$ cat config.mk
export PLATFORM = sky130hd
export DESIGN_NAME = cmp_int_serial
export DESIGN_NICKNAME = d
export VERILOG_FILES = /design/src/rtl/cmp_int_serial.sv
export SDC_FILE = /design/constraint.sdc
export NUM_CORES = 1
export LEC_CHECK = 0
export BUFFER_PORTS_ARGS = -buffer_cell sky130_fd_sc_hd__buf_2
export CAP_MARGIN = 10
export CORE_MARGIN = 2
export CORE_UTILIZATION = 54
export DETAILED_ROUTE_END_ITERATION = 10
export GPL_ROUTABILITY_DRIVEN = 0
export GPL_TIMING_DRIVEN = 1
export PLACE_DENSITY = 0.8
export SLEW_MARGIN = 20
export SYNTH_ARGS = -nofsm -noshare
export SYNTH_HDL_FRONTEND = slang
export SYNTH_SLANG_ARGS = --single-unit
$ cat constraint.sdc
create_clock -name clk -period 1.9 [get_ports clk]
set_clock_uncertainty 0.2 [all_clocks]
set_input_delay 0.19 -clock clk [delete_from_list [all_inputs] [get_ports clk]]
set_output_delay 0.19 -clock clk [all_outputs]
set_load 0.05 [all_outputs]
$ cat src/rtl/cmp_int_serial.sv
// Digit-serial integer comparator: DIGIT bits per cycle through a borrow chain, LSB chunk first.
// Signed/unsigned select, six compare modes, valid/ready on both request and result sides.
module cmp_int_serial #(
  parameter int WIDTH = 32,
  parameter int DIGIT = 4
) (
  input  logic             clk,
  input  logic             rst_n,
  input  logic             in_valid,
  output logic             in_ready,
  input  logic [WIDTH-1:0] in_a,
  input  logic [WIDTH-1:0] in_b,
  input  logic [2:0]       in_op,
  input  logic             in_signed,
  output logic             out_valid,
  input  logic             out_ready,
  output logic             out_y,
  output logic             busy
);
  localparam int NCHUNK = WIDTH / DIGIT;
  localparam int CW     = (NCHUNK > 1) ? $clog2(NCHUNK) : 1;

  typedef enum logic [1:0] {IDLE, RUN, DONE} state_t;
  state_t state, state_nx;

  logic [WIDTH-1:0] a_sr, b_sr;
  logic [CW-1:0]    cnt;
  logic             borrow, eq;
  logic [2:0]       op_q;
  logic             sgn_q;
  logic [DIGIT-1:0] msk, ac, bc;
  logic             last, accept, ohs, bnx, lt, gt, y_nx;

  assign in_ready = (state == IDLE);
  assign busy     = (state != IDLE);
  assign accept   = in_valid & in_ready;
  assign ohs      = out_valid & out_ready;
  assign last     = (cnt == CW'(NCHUNK - 1));

  // Signed order: flip the sign bit of both operands, which lives in the top bit of the last chunk.
  always_comb begin
    msk          = '0;
    msk[DIGIT-1] = sgn_q & last;
  end

  assign ac  = a_sr[DIGIT-1:0] ^ msk;
  assign bc  = b_sr[DIGIT-1:0] ^ msk;
  // Borrow out of ac - bc - borrow without materialising the difference.
  assign bnx = (ac < bc) | ((ac == bc) & borrow);

  assign lt = borrow;
  assign gt = ~lt & ~eq;

  always_comb begin
    y_nx = 1'b0;
    case (op_q)
      3'd0:    y_nx = gt;
      3'd1:    y_nx = ~lt;
      3'd2:    y_nx = lt;
      3'd3:    y_nx = ~gt;
      3'd4:    y_nx = eq;
      3'd5:    y_nx = ~eq;
      default: y_nx = 1'b0;
    endcase
  end

  always_ff @(posedge clk or negedge rst_n) begin
    if (!rst_n) state <= IDLE;
    else        state <= state_nx;
  end

  always_comb begin
    state_nx = state;
    case (state)
      IDLE:    if (accept) state_nx = RUN;
      RUN:     if (last)   state_nx = DONE;
      DONE:    if (ohs)    state_nx = IDLE;
      default: state_nx = IDLE;
    endcase
  end

  always_ff @(posedge clk or negedge rst_n) begin
    if (!rst_n) begin
      a_sr      <= '0;
      b_sr      <= '0;
      cnt       <= '0;
      borrow    <= 1'b0;
      eq        <= 1'b0;
      op_q      <= '0;
      sgn_q     <= 1'b0;
      out_valid <= 1'b0;
      out_y     <= 1'b0;
    end else begin
      case (state)
        IDLE: if (accept) begin
          a_sr   <= in_a;
          b_sr   <= in_b;
          op_q   <= in_op;
          sgn_q  <= in_signed;
          borrow <= 1'b0;
          eq     <= 1'b1;
          cnt    <= '0;
        end
        RUN: begin
          borrow <= bnx;
          eq     <= eq & (ac == bc);
          a_sr   <= WIDTH'({{DIGIT{1'b0}}, a_sr} >> DIGIT);
          b_sr   <= WIDTH'({{DIGIT{1'b0}}, b_sr} >> DIGIT);
          cnt    <= cnt + CW'(1);
        end
        DONE: begin
          // First DONE cycle registers the result from the settled borrow/eq.
          if (!out_valid) begin
            out_valid <= 1'b1;
            out_y     <= y_nx;
          end else if (out_ready) begin
            out_valid <= 1'b0;
          end
        end
        default: ;
      endcase
    end
  end
endmodule
* Word level (Yosys, flattened, before mapping)
Index checks and enable logic that the tools add are counted.
** Storage, ports and cells
- Flip-flop bits (word level) :: 77
- Latch bits :: 0
- Bits in writable memories :: 0
- Bits in read-only memories :: 0
- Bits of input ports :: 72
- Output and inout port bits :: 4
- Logic and storage cells :: 62
- Memories :: 0
** Cells by class
- Add/sub/neg operators :: 1
- Multiply operators :: 0
- Divide/modulo/power cells :: 0
- $lt $le $gt $ge :: 1
- Equal/unequal tests :: 12
- Shift-type cells :: 0
- Muxes and demuxes :: 17
- Bitwise gates (word level) :: 13
- Reduce and logical (&&, ||, !) cells :: 8
** Operators by type and width (count)
- case mux 32 bit (2 select lines) :: 2
- 2-to-1 mux 32 bit :: 2
- equality test 3 bit, second input constant :: 3
- XOR 4 bit :: 2
- AND 1 bit :: 6
- equality test 3 x 2 -> 1 bit, second input constant :: 2
- 2-to-1 mux 2 bit :: 3
- case mux 1 bit (6 select lines) :: 1
- case mux 2 bit (3 select lines) :: 1
- case mux 3 bit (2 select lines) :: 1
- AND reduction 2 bit :: 3
- equality test 4 bit :: 1
- less-than comparator 4 bit :: 1
- 2-to-1 mux 1 bit :: 4
- inequality test 2 bit, second input constant :: 2
- inverter 1 bit :: 4
- case mux 1 bit (2 select lines) :: 2
- nonzero test 2 bit :: 2
- adder 3 x 1 -> 3 bit, second input constant :: 1
- equality test 3 x 1 -> 1 bit, second input constant :: 1
- zero test 3 bit :: 1
- 2-to-1 mux 3 bit :: 1
- AND reduction 3 bit :: 1
- equality test 2 x 1 -> 1 bit, second input constant :: 1
- other kinds (4) :: 4

* Depth between registers and ports, before layout
Gate-level depths: netlist of the first run.
- Word-level depth :: 7
- Mapped depth :: 6

* Worst setup path after synthesis of the first run
Ideal clock, no wire load.
- Kind :: flip-flop to flip-flop
- Start point :: register state[1]
- End point :: register op_q[1]
- Setup time :: 0.125 ns
- Arrival time :: 1.317 ns
- Data required time :: 1.575 ns
- Path slack :: 0.258 ns
- Cell stages (with the launch flop) :: 5
- Buffers on the path :: 2
- Cell sequence :: dfrtp_1 nor3b_4 buf_4 buf_6 mux2_2
** Between the ends
- Cells in the longest elaborated chain, start to end :: 3
** RTL lines
- start, declared :: RTL line 24 : state_t state, state_nx;
- start signal, assigned :: RTL line 69 : else state <= state_nx;
- zero test 2 bit (*) :: RTL line 34, 94
- AND 1 bit :: RTL line 36 : assign accept = in_valid & in_ready;
- AND reduction 2 bit (no line) (*)
- end signal, assigned :: RTL line 98 : op_q <= in_op;
- end, declared :: RTL line 29 : logic [2:0] op_q;
Every way passes the cells marked *; elsewhere a longest branch is shown, timed or not.
A chain may end at the register's enable or synchronous reset.

* Worst setup path in the final report of the first run
- Start point :: register state[1]
- End point :: output port in_ready
** Between the ends
- Cells in the longest elaborated chain, start to end :: 1
** RTL lines
- zero test 2 bit :: RTL line 34 : assign in_ready = (state == IDLE);
- end, declared :: RTL line 10 : output logic in_ready,
Every way passes these cells.

==> results of run 1 <==
cells in the mapped netlist (3+ instances only):
cell	n
nand2b_1	3
nand2_1	131
o21ai_0	13
mux2_2	3
ha_1	5
nor2_1	5
a221o_1	3
inv_1	7
dfrtp_1	77
buf_2	11
nor3_1	3
a21oi_1	5
a22oi_1	53
buf_4	7
placed cells by master, fill, tap and decap left out, types with 2 or more instances in the layout:
cell / count
buf_2: 72
dlygate4sd3_1: 71
buf_4: 5
buf_12: 4
ha_1: 5
a21oi_1: 5
nor3_1: 3
nand2_1: 131
a21o_1: 2
clkinv_2: 2
a22oi_1: 53
clkbuf_8: 11
nand2b_1: 3
a31oi_1: 2
nor2_1: 5
o21ai_0: 12
a221o_1: 3
dfrtp_1: 76
mux2_2: 3
bufinv_16: 2
inv_1: 6
how the worst max path moves through the flow:
stage             start  endpoint  slack, ps  cells after the start
3_5_place_dp   state[1]   a_sr[0]        -10                      4
5_1_grt        in_valid    cnt[0]         -1                      7
4_1_cts        state[1]  in_ready          7                      4
2_1_floorplan  state[1]   op_q[1]        260                      4
3_3_place_gp   state[0]    borrow       -100                      4
6_report       state[1]  in_ready         80                      4
stage by stage:
step                hold WS [ps]  setup slack [ps]
finish                       170              79.5
global route                 210             -1.12
CTS                          180              6.84
detailed placement          19.2             -11.9
global placement            14.7             -95.2
floorplan                   -306               258
metal layers:
layer  share of wire (%)  GRT usage (%)
met1                  40           34.9
met2                  53           48.0
met3                 4.6           4.77
met4                 2.6           13.7
met5                   0              0
where the power goes:
group          switching, uW  leakage, uW  internal (uW)
Combinational           1530      0.00131           1070
Sequential               417     0.000989           2300
Clock                    580     0.000116            808
Total                   2530      0.00242           4180
what timing repair did:
| action | 4_1_cts | 5_1_grt |
|---|---|---|
| buffers inserted | 0 | 0 |
| cloned | 0 | 0 |
| endpoints found under the hold margin | 111 | 0 |
| gates resized for setup | 4 | 10 |
| hold buffers | 71 | 0 |
| pin swaps | 0 | 0 |
| endpoints found under the setup margin | 6 | 5 |
cell families (layout without fill, tap and decap cells):
family	after synthesis	after routing	share of synthesized area [%]
DFF	77	77	56.9
xor gates and xnor gates	1	1	0.259
and+or+nand+nor	149	149	18.0
AOI/OAI and AO/OA	81	81	16.8
adders and majority gates	5	5	1.85
buffers and inverters	29	177	4.84
muxes	4	4	1.29
sequential cells by signal, indices dropped and copies added (netlist names):
name	count
op_q	3
eq	1
a_sr	32
out_y	1
state	2
borrow	1
cnt	3
b_sr	32
sgn_q	1
out_valid	1
cell type report:
class                           count  area (um^2)
Sequential cell                    77         1930
Multi-Input combinational cell    240         1310
Clock inverter                      4         70.1
Tap cell                           75         93.8
Inverter                            7         26.3
Fill cell                         370         1200
Timing Repair Buffer              154         1210
Clock buffer                       12          155
==> impl_results.md, run 1 <==
- Outcome: finished clean
- Max incr delay on CP: 460 ps
- Cell Area, Placed: 3820 um^2
- Layout cell share with drive strength beyond 1: between 20% and 30%
- Die W: 83.2 um
- CP max-delay cell: dfrtp_2
- Placed Cells incl. Taps: 482
- Core area: 5990 um^2
- Post-Synthesis Net Count: 423
- Antenna diodes: 0
- Die ar.: 6920 um^2
- R2r setup slk: 120 ps
- Grt ovf: 0
- Sequential area share after synthesis: 56.9%
- Reg-to-reg startpoint: state[0]
- Data arrival, critical path: approximately 1400 ps
- Critical Path Start Type: register
- CTS tree: built
- Cells after Synth: around 350
- Vias in the first global route: 3219
- Vias: 3135
- Total Power: 6710 uW
- Clk Latency, worst-skew pair: 350 ps
- Largest net degree at the start of global routing: 64
- Synth Warn #: 0
- Synthesized area per cell: just under 10 um^2
- P_leak: 0.00242 uW
- Clock Tree Root: clkbuf_8
- Clock Path Buffers: 2
- Top post-synthesis cells by area: dfrtp_1 (57%), nand2_1 (15%), a22oi_1 (12%), o21ai_0 (1.9%), ha_1 (1.8%)
- Reg2Reg Depth: 4
- Worst min path class: in2async
- Routed Wire Length: 9170 um
- Fin crit period: 1820 ps
- F_max: 0.549 GHz
- Worst Tran Pin Value: 549 ps
- Slew Limit Fails: 0
- FFs w/ async S/R, synth: 100%
- Inserted Clock Buffers: 9
- Synthesized area: ~3400 um^2
- Initial core utilization: about 57%
- Ports: 76
- Synth-to-layout area growth: 41.6%
- Die Y-Extent: 83.2 um
- Final Hold Fails: 0
- Critical R2R Capture: a_sr[0]
- WL per Instance: between 15 and 20 um
- Crit Path Category: reg2out
- Final non-filler cell total: 569
- Row cnt: 28
- DRC: 0
- Cell family with most CP delay: flip-flops
- #FFs+latches synth: 77
- Crit-path max FO: 4
- Fin crit share: 95.8%
- Relative slew slack: 63.4%
- Detailed Routing Iterations Pass 1: 5
- DRT antenna net count: 0
- Distinct cell type count of the synthesized netlist: 30
- Setup crit end kind: primary output
- CP cell instances: buf_4, or2_4, inv_2, buf_8
- Yosys top cell area share: 56.9%
- Data required time of the worst path: 1510 ps
- Sink Count: 77
- Maximum VDD drop: 0.000868 V
- Util after Layout: 80.0%
- PortBufs: 75
- Synth Flop Type: dfrtp_1
- Post-synth EDFFs: 0
- All-Layer GR Usage: between 20% and 30%
- Final setup fails: 0
- Fin area: 4790 um^2
- Starting DRT DRC Count: ~240
- Max_cap viols: 0
- Clock transition at path regs: 80 ps
- First-pass GRT wire length: around 15000 um
- Number of nets in the layout: 566
- PwrDens: 1400 nW/um^2
- Worst Path Buf+Inv: 3
- Final HPWL DP: ~5000 um
- Setup TNS: 0 ps
- Initial antenna violation count: 0
- CTS H-Tree Depth: 3
- Area leader, netlist: dfrtp_1
- Vias per cell: 5.51
Note: power is estimated with default switching activity, not from simulation.
==> inputs of run 2 (changes only) <==
--- a/config.mk
+++ b/config.mk
@@ -8,11 +8,11 @@
 export BUFFER_PORTS_ARGS = -buffer_cell sky130_fd_sc_hd__buf_2
 export CAP_MARGIN = 10
 export CORE_MARGIN = 2
-export CORE_UTILIZATION = 54
+export CORE_UTILIZATION = 58
 export DETAILED_ROUTE_END_ITERATION = 10
 export GPL_ROUTABILITY_DRIVEN = 0
 export GPL_TIMING_DRIVEN = 1
-export PLACE_DENSITY = 0.8
+export PLACE_DENSITY = 0.85
 export SLEW_MARGIN = 20
 export SYNTH_ARGS = -nofsm -noshare
 export SYNTH_HDL_FRONTEND = slang
==> constraint.sdc (replaced) <==
create_clock -name clk -period 2.3 [get_ports clk]
set_clock_uncertainty 0.2 [all_clocks]
set_input_delay 0.23 -clock clk [delete_from_list [all_inputs] [get_ports clk]]
set_output_delay 0.23 -clock clk [all_outputs]
set_load 0.05 [all_outputs]
==> run 2 against run 1 <==
Setup slack better by 160 ps; combinational power is 20% lower; wire length is 0.53% lower; non-clock buffer count is 4 lower; sequential power is 17% lower; die area is 6.6% lower; clock power is 35% lower; sequential share of layout area is 1.0 points higher; critical path type is now reg2reg.
==> impl_results.md, run 2 (synthesis gave the netlist of run 1 again) <==
- Worst Tran Pin Value: 734 ps (+185 ps)
- CTS H-Tree Depth: 3 (unchanged)
- Footprint of the multi-input gates: 1300 um^2 (-0.19%)
- Post-CTS Repair Setup Buffers: 0 (unchanged)
- Final HPWL DP: 5130 um (+1.9%)
- Clock Tree Root: clkbuf_8
- Placed Cells incl. Taps: 476 (-1.2%)
- Routed Wire Length: 9120 um (-0.53%)
- Register area: 1930 um^2 (about the same)
- CTS tree: built
- Starting DRT DRC Count: 200 (-17%)
- Data arrival, critical path: 2080 ps (+650 ps)
- RSZ-0062 raised after global routing: false
- Clock Path Buffers: 2 (unchanged)
- Resize count post-CTS: 0 (-4)
- Inserted Clock Buffers: 9 (unchanged)
- Die W: 80.4 um (-3.3%)
- Setup TNS: 0 ps (unchanged)
- Cell family with most CP delay: buffers and inverters
- Most frequent cells in the layout: nand2_1 (131), dfrtp_1 (77), buf_2 (74)
- WL per Instance: 16.2 um (+0.70%)
- Relative slew slack: 51.1% (-12 points)
- Worst min path class: in2reg
- Max incr delay on CP: 560 ps (+100 ps)
- Final non-filler cell total: 562 (-1.2%)
- DRC: 0 (unchanged)
- Antenna diodes: 0 (unchanged)
- Worst Path Buf+Inv: 1 (-2)
- Synth-to-layout area growth: 38.0%
- Final setup fails: 0 (unchanged)
- Sink Count: 77 (unchanged)
- Initial core utilization: 60.7% (+4.2 points)
- DRT antenna net count: 0 (unchanged)
- Maximum VDD drop: 0.000736 V (-15%)
- Max_cap viols: 0 (unchanged)
- Slew Limit Fails: 0 (unchanged)
- PortBufs: 75 (unchanged)
- Largest net degree at the start of global routing: 84 (+31%)
- Layout cell share with drive strength beyond 1: 20.8% (-0.84 points)
- Vias: 3106 (-0.93%)
- Fin crit share: between 80% and 90%
- Core area: 5570 um^2 (-7.0%)
- P_leak: 0.00237 uW (-2.1%)
- Number of nets in the layout: 562 (-0.71%)
- Detailed Routing Iterations Pass 1: 5 (unchanged)
- CP max-delay cell: buf_4
- First-pass GRT wire length: 14800 um (-3.8%)
- Die Y-Extent: 80.4 um (-3.3%)
- Crit-path max FO: 63 (+59)
- Most common cell after layout, fill and taps aside: nand2_1
- Setup crit end kind: register
- Data required time of the worst path: 2320 ps (+810 ps)
- Die ar.: 6460 um^2 (-6.6%)
- Filler cells: 334 (-9.7%)
- Outcome: finished clean
- F_max: 0.486 GHz
- Fin crit period: 2060 ps
- Row cnt: 27 (-3.6%)
- Initial antenna violation count: 0 (unchanged)
- Grt ovf: 0 (unchanged)
- All-Layer GR Usage: 30.9% (+2.7 points)
- Hold buffers post-CTS: 70 (-1.4%)
- Crit Path Category: reg2reg
- Vias in the first global route: 3198 (-0.65%)
- Final Hold Fails: 0 (unchanged)
- Clock transition at path regs: 70 ps (about the same)
- Biggest regs: a_sr: 32 flops, b_sr: 32 flops
- Ports: 76 (unchanged)
- Clk Latency, worst-skew pair: 340 ps (about the same)
- PwrDens: 1120 nW/um^2 (-20%)
- Vias per cell: 5.53 (+0.31%)
- Critical Path Start Type: register
- CP cell instances: nor2b_4, buf_4, nor3_1, a221o_1
[run 2: path summary, 6_finish.rpt]
kind                           start  endpoint  slack, ps  depth (start not counted)
min in group asynchronous      rst_n   op_q[1]        290                          2
setup reg to reg            state[0]   b_sr[2]        240                          4
max in group asynchronous      rst_n  a_sr[21]        950                          3
hold reg to reg              b_sr[8]   b_sr[8]        280                          2
setup / recovery            state[0]   b_sr[2]        240                          4
hold / removal             out_ready  state[1]         10                          3
[run 2: report_power, final]
group          internal [uW]  leakage [uW]  switching [uW]  total, uW
Clock                    445     0.0000921             462        907
Sequential              1900      0.000991             359       2260
Combinational            838       0.00128            1240       2080
[run 2: worst min-delay path: cells and delay by family]
family,cells,cell delay (ps)
AO/OA/AOI/OAI,2,210
buffers and inverters,1,80
[run 2: layout make-up]
type / instances / share of cell area (%)
clock buffer: 12 / 3.32
tap: 72 / 1.93
timing repair buffer: 150 / 24.6
inverter: 7 / 0.562
multi-input combinational: 240 / 27.9
clock inverter: 4 / 0.482
sequential: 77 / 41.2
[run 2: metrics by stage]
| step | util [%] | instance area (um^2) | total power [uW] | hold WS, ps | worst slack, ps |
|---|---|---|---|---|---|
| after floorplan | - | 3390 | 3730 | -266 | 642 |
| after global placement | 67.6 | 3770 | 4030 | 135 | 243 |
| after detailed placement | 68.1 | 3790 | 4240 | 138 | 255 |
| after CTS | 83.8 | 4670 | 5240 | 4.68 | 242 |
| after global routing | 83.8 | 4670 | 5650 | 17.5 | 144 |
| final | 83.8 | 4670 | 5250 | 10.6 | 243 |
[run 2: layer usage]
layer  share of wire, %  global-route usage [%]  vias to the layer above
met4                2.8                    13.4                        0
met3                5.7                    8.09                       26
met2                 53                    54.6                      124
met5                  0                       0                        -
met1                 38                    35.2                     1490
li1                   -                       -                     1466
==> inputs of run 3 (changes only) <==
--- a/config.mk
+++ b/config.mk
@@ -8,11 +8,10 @@
 export BUFFER_PORTS_ARGS = -buffer_cell sky130_fd_sc_hd__buf_2
 export CAP_MARGIN = 10
 export CORE_MARGIN = 2
-export CORE_UTILIZATION = 58
+export CORE_UTILIZATION = 25
 export DETAILED_ROUTE_END_ITERATION = 10
 export GPL_ROUTABILITY_DRIVEN = 0
 export GPL_TIMING_DRIVEN = 1
-export PLACE_DENSITY = 0.85
 export SLEW_MARGIN = 20
 export SYNTH_ARGS = -nofsm -noshare
 export SYNTH_HDL_FRONTEND = slang
==> run 3 against run 2 <==
Clock-buffer cell count decreased by 1; cell count rose by 19%; combinational power about the same; sequential power barely moved; register-to-register slack hardly changed; utilization down 46 points; critical path depth increased by 3; first-iteration DRC count down 8.5%; cell area is 5.8% higher.
==> impl_results.md, run 3 (synthesis gave the netlist of run 1 again) <==
- Outcome: finished clean
- Die W: 120 um (+50%)
- Met2 usage: 22.2% (-32 points)
- WL per Instance: 13.6 um (-16%)
- Grt met1 use: 16.4% (-19 points)
- PwrDens: 1160 nW/um^2 (+3.3%)
- Sink Count: 77 (unchanged)
- RSZ-0062 raised after global routing: false
- Setup crit end kind: register
- CTS H-Tree Depth: 3 (unchanged)
- First-pass GRT wire length: 14900 um (+0.74%)
- Critical Path Start Type: input port
- Data arrival, critical path: 2150 ps (+70 ps)
- Footprint of the multi-input gates: 1300 um^2 (unchanged)
- DRC: 0 (unchanged)
- Clock transition at path regs: 60 ps (about the same)
- Die Y-Extent: 120 um (+50%)
- PortBufs: 75 (unchanged)
- Worst min path class: in2reg
- Vias in the first global route: 3099 (-3.1%)
- Ports: 76 (unchanged)
- Starting DRT DRC Count: 183 (-8.5%)
- Slew Limit Fails: 0 (unchanged)
- Crit Path Category: in2reg
- Detailed Routing Iterations Pass 1: 4 (-1)
- Max_cap viols: 0 (unchanged)
- Clock Path Buffers: 2 (unchanged)
- CTS tree: built
- Vias per cell: 4.45 (-19%)
- Clock Tree Root: clkbuf_16
- Data required time of the worst path: 2370 ps (+50 ps)
- Largest net degree at the start of global routing: 78 (-7.1%)
- Worst Tran Pin Value: 699 ps (-35.2 ps)
- Relative slew slack: 53.4% (+2.3 points)
- GR Util met3: 3.63% (-4.5 points)
- Crit-path max FO: 50 (-21%)
- Number of nets in the layout: 564 (+0.36%)
- Synth-to-layout area growth: 46.0%
- Initial antenna violation count: 0 (unchanged)
- P_leak: 0.00243 uW (+2.9%)
- Util after Layout: 37.3% (-46 points)
- All-Layer GR Usage: 13.2% (-18 points)
- Clk Latency, worst-skew pair: 330 ps (about the same)
- Grt ovf: 0 (unchanged)
- Maximum VDD drop: 0.000517 V (-30%)
- Vias: 2969 (-4.4%)
- Row cnt: 42 (+56%)
- F_max: 0.480 GHz (-1.3%)
- Inserted Clock Buffers: 9 (unchanged)
- Antenna diodes: 0 (unchanged)
- Final Hold Slack: 39.9 ps (+29.3 ps)
- Initial core utilization: 25.6% (-35 points)
- Fin crit share: 90.6% (+1.2 points)
- Final setup fails: 0 (unchanged)
- Layout cell share with drive strength beyond 1: 21.2% (+0.36 points)
- R2r setup slk: 240 ps (about the same)
- Total Power: 5740 uW (+9.3%)
- DRT antenna net count: 0 (unchanged)
- Most frequent cells in the layout: nand2_1 (131), dfrtp_1 (77), buf_2 (74)
- Post-CTS Repair Setup Buffers: 0 (unchanged)
- Die ar.: 14500 um^2 (+120%)
- Final HPWL DP: 5480 um (+7.0%)
- Busiest grt layer: met2
- Core area: 13200 um^2 (+140%)
- Most common cell after layout, fill and taps aside: nand2_1
- Setup TNS: 0 ps (unchanged)
- Fin crit period: 2080 ps (+26.9 ps)
- Filler cells: 1356 (+310%)
- Final Hold Fails: 0 (unchanged)
- Biggest regs: a_sr: 32 flops, b_sr: 32 flops
- Routed Wire Length: 9050 um (-0.72%)
- Register area: 1930 um^2 (unchanged)
run 3: cell count changes in the layout (fill, tap and decap cells not counted), sizes merged:
cell / delta
buf: +2
clkbuf: -1
clkinv: -1
bufinv: +1
run 3: routing by layer:
layer,vias to the layer above,share of wire (%)
met5,-,0
met1,1421,45
met3,10,4.3
met4,0,1.5
met2,69,49
li1,1469,-
run 3: where the power goes:
group / total, uW / internal [uW] / switching [uW]
registers: 2230 / 1900 / 323
clock network: 1420 / 889 / 532
logic: 2090 / 854 / 1230
run 3: what timing repair did:
item                                    CTS  global route
endpoints found under the setup margin    0            20
gates resized for setup                   0             1
endpoints found under the hold margin   146             0
hold buffers                             70             0
run 3: worst paths after layout:
path                           start         to  cells after the start
setup / recovery            in_valid   a_sr[21]                      7
hold / removal             out_ready  out_valid                      3
setup reg to reg            state[1]   a_sr[21]                      5
hold reg to reg              a_sr[8]    a_sr[8]                      2
max in group asynchronous      rst_n   a_sr[31]                      3
min in group asynchronous      rst_n   b_sr[12]                      3
run 3: metrics by stage:
step	instances	worst slack, ps	instance area (um^2)
6_report	667	216	4940
4_1_cts	666	4.15	4910
2_1_floorplan	346	642	3390
3_3_place_gp	581	165	3910
3_5_place_dp	581	126	3910
5_1_grt	667	94.0	4940
run 3: layout make-up:
| type | count | share of cell area [%] |
|---|---|---|
| inverters | 7 | 0.532 |
| repair buffers | 152 | 23.6 |
| multi-input cells | 240 | 26.3 |
| flip-flops and latches | 77 | 39.0 |
| well taps | 176 | 4.45 |
| clock inverters | 4 | 0.962 |
| clock buffers | 11 | 5.11 |
run 3: critical path: stages:
cell	delay, ps
dlygate4sd3_1	530
buf_2	120
nor3b_4	250
buf_6	370
buf_4	410
a22oi_1	120
nand2_1	100
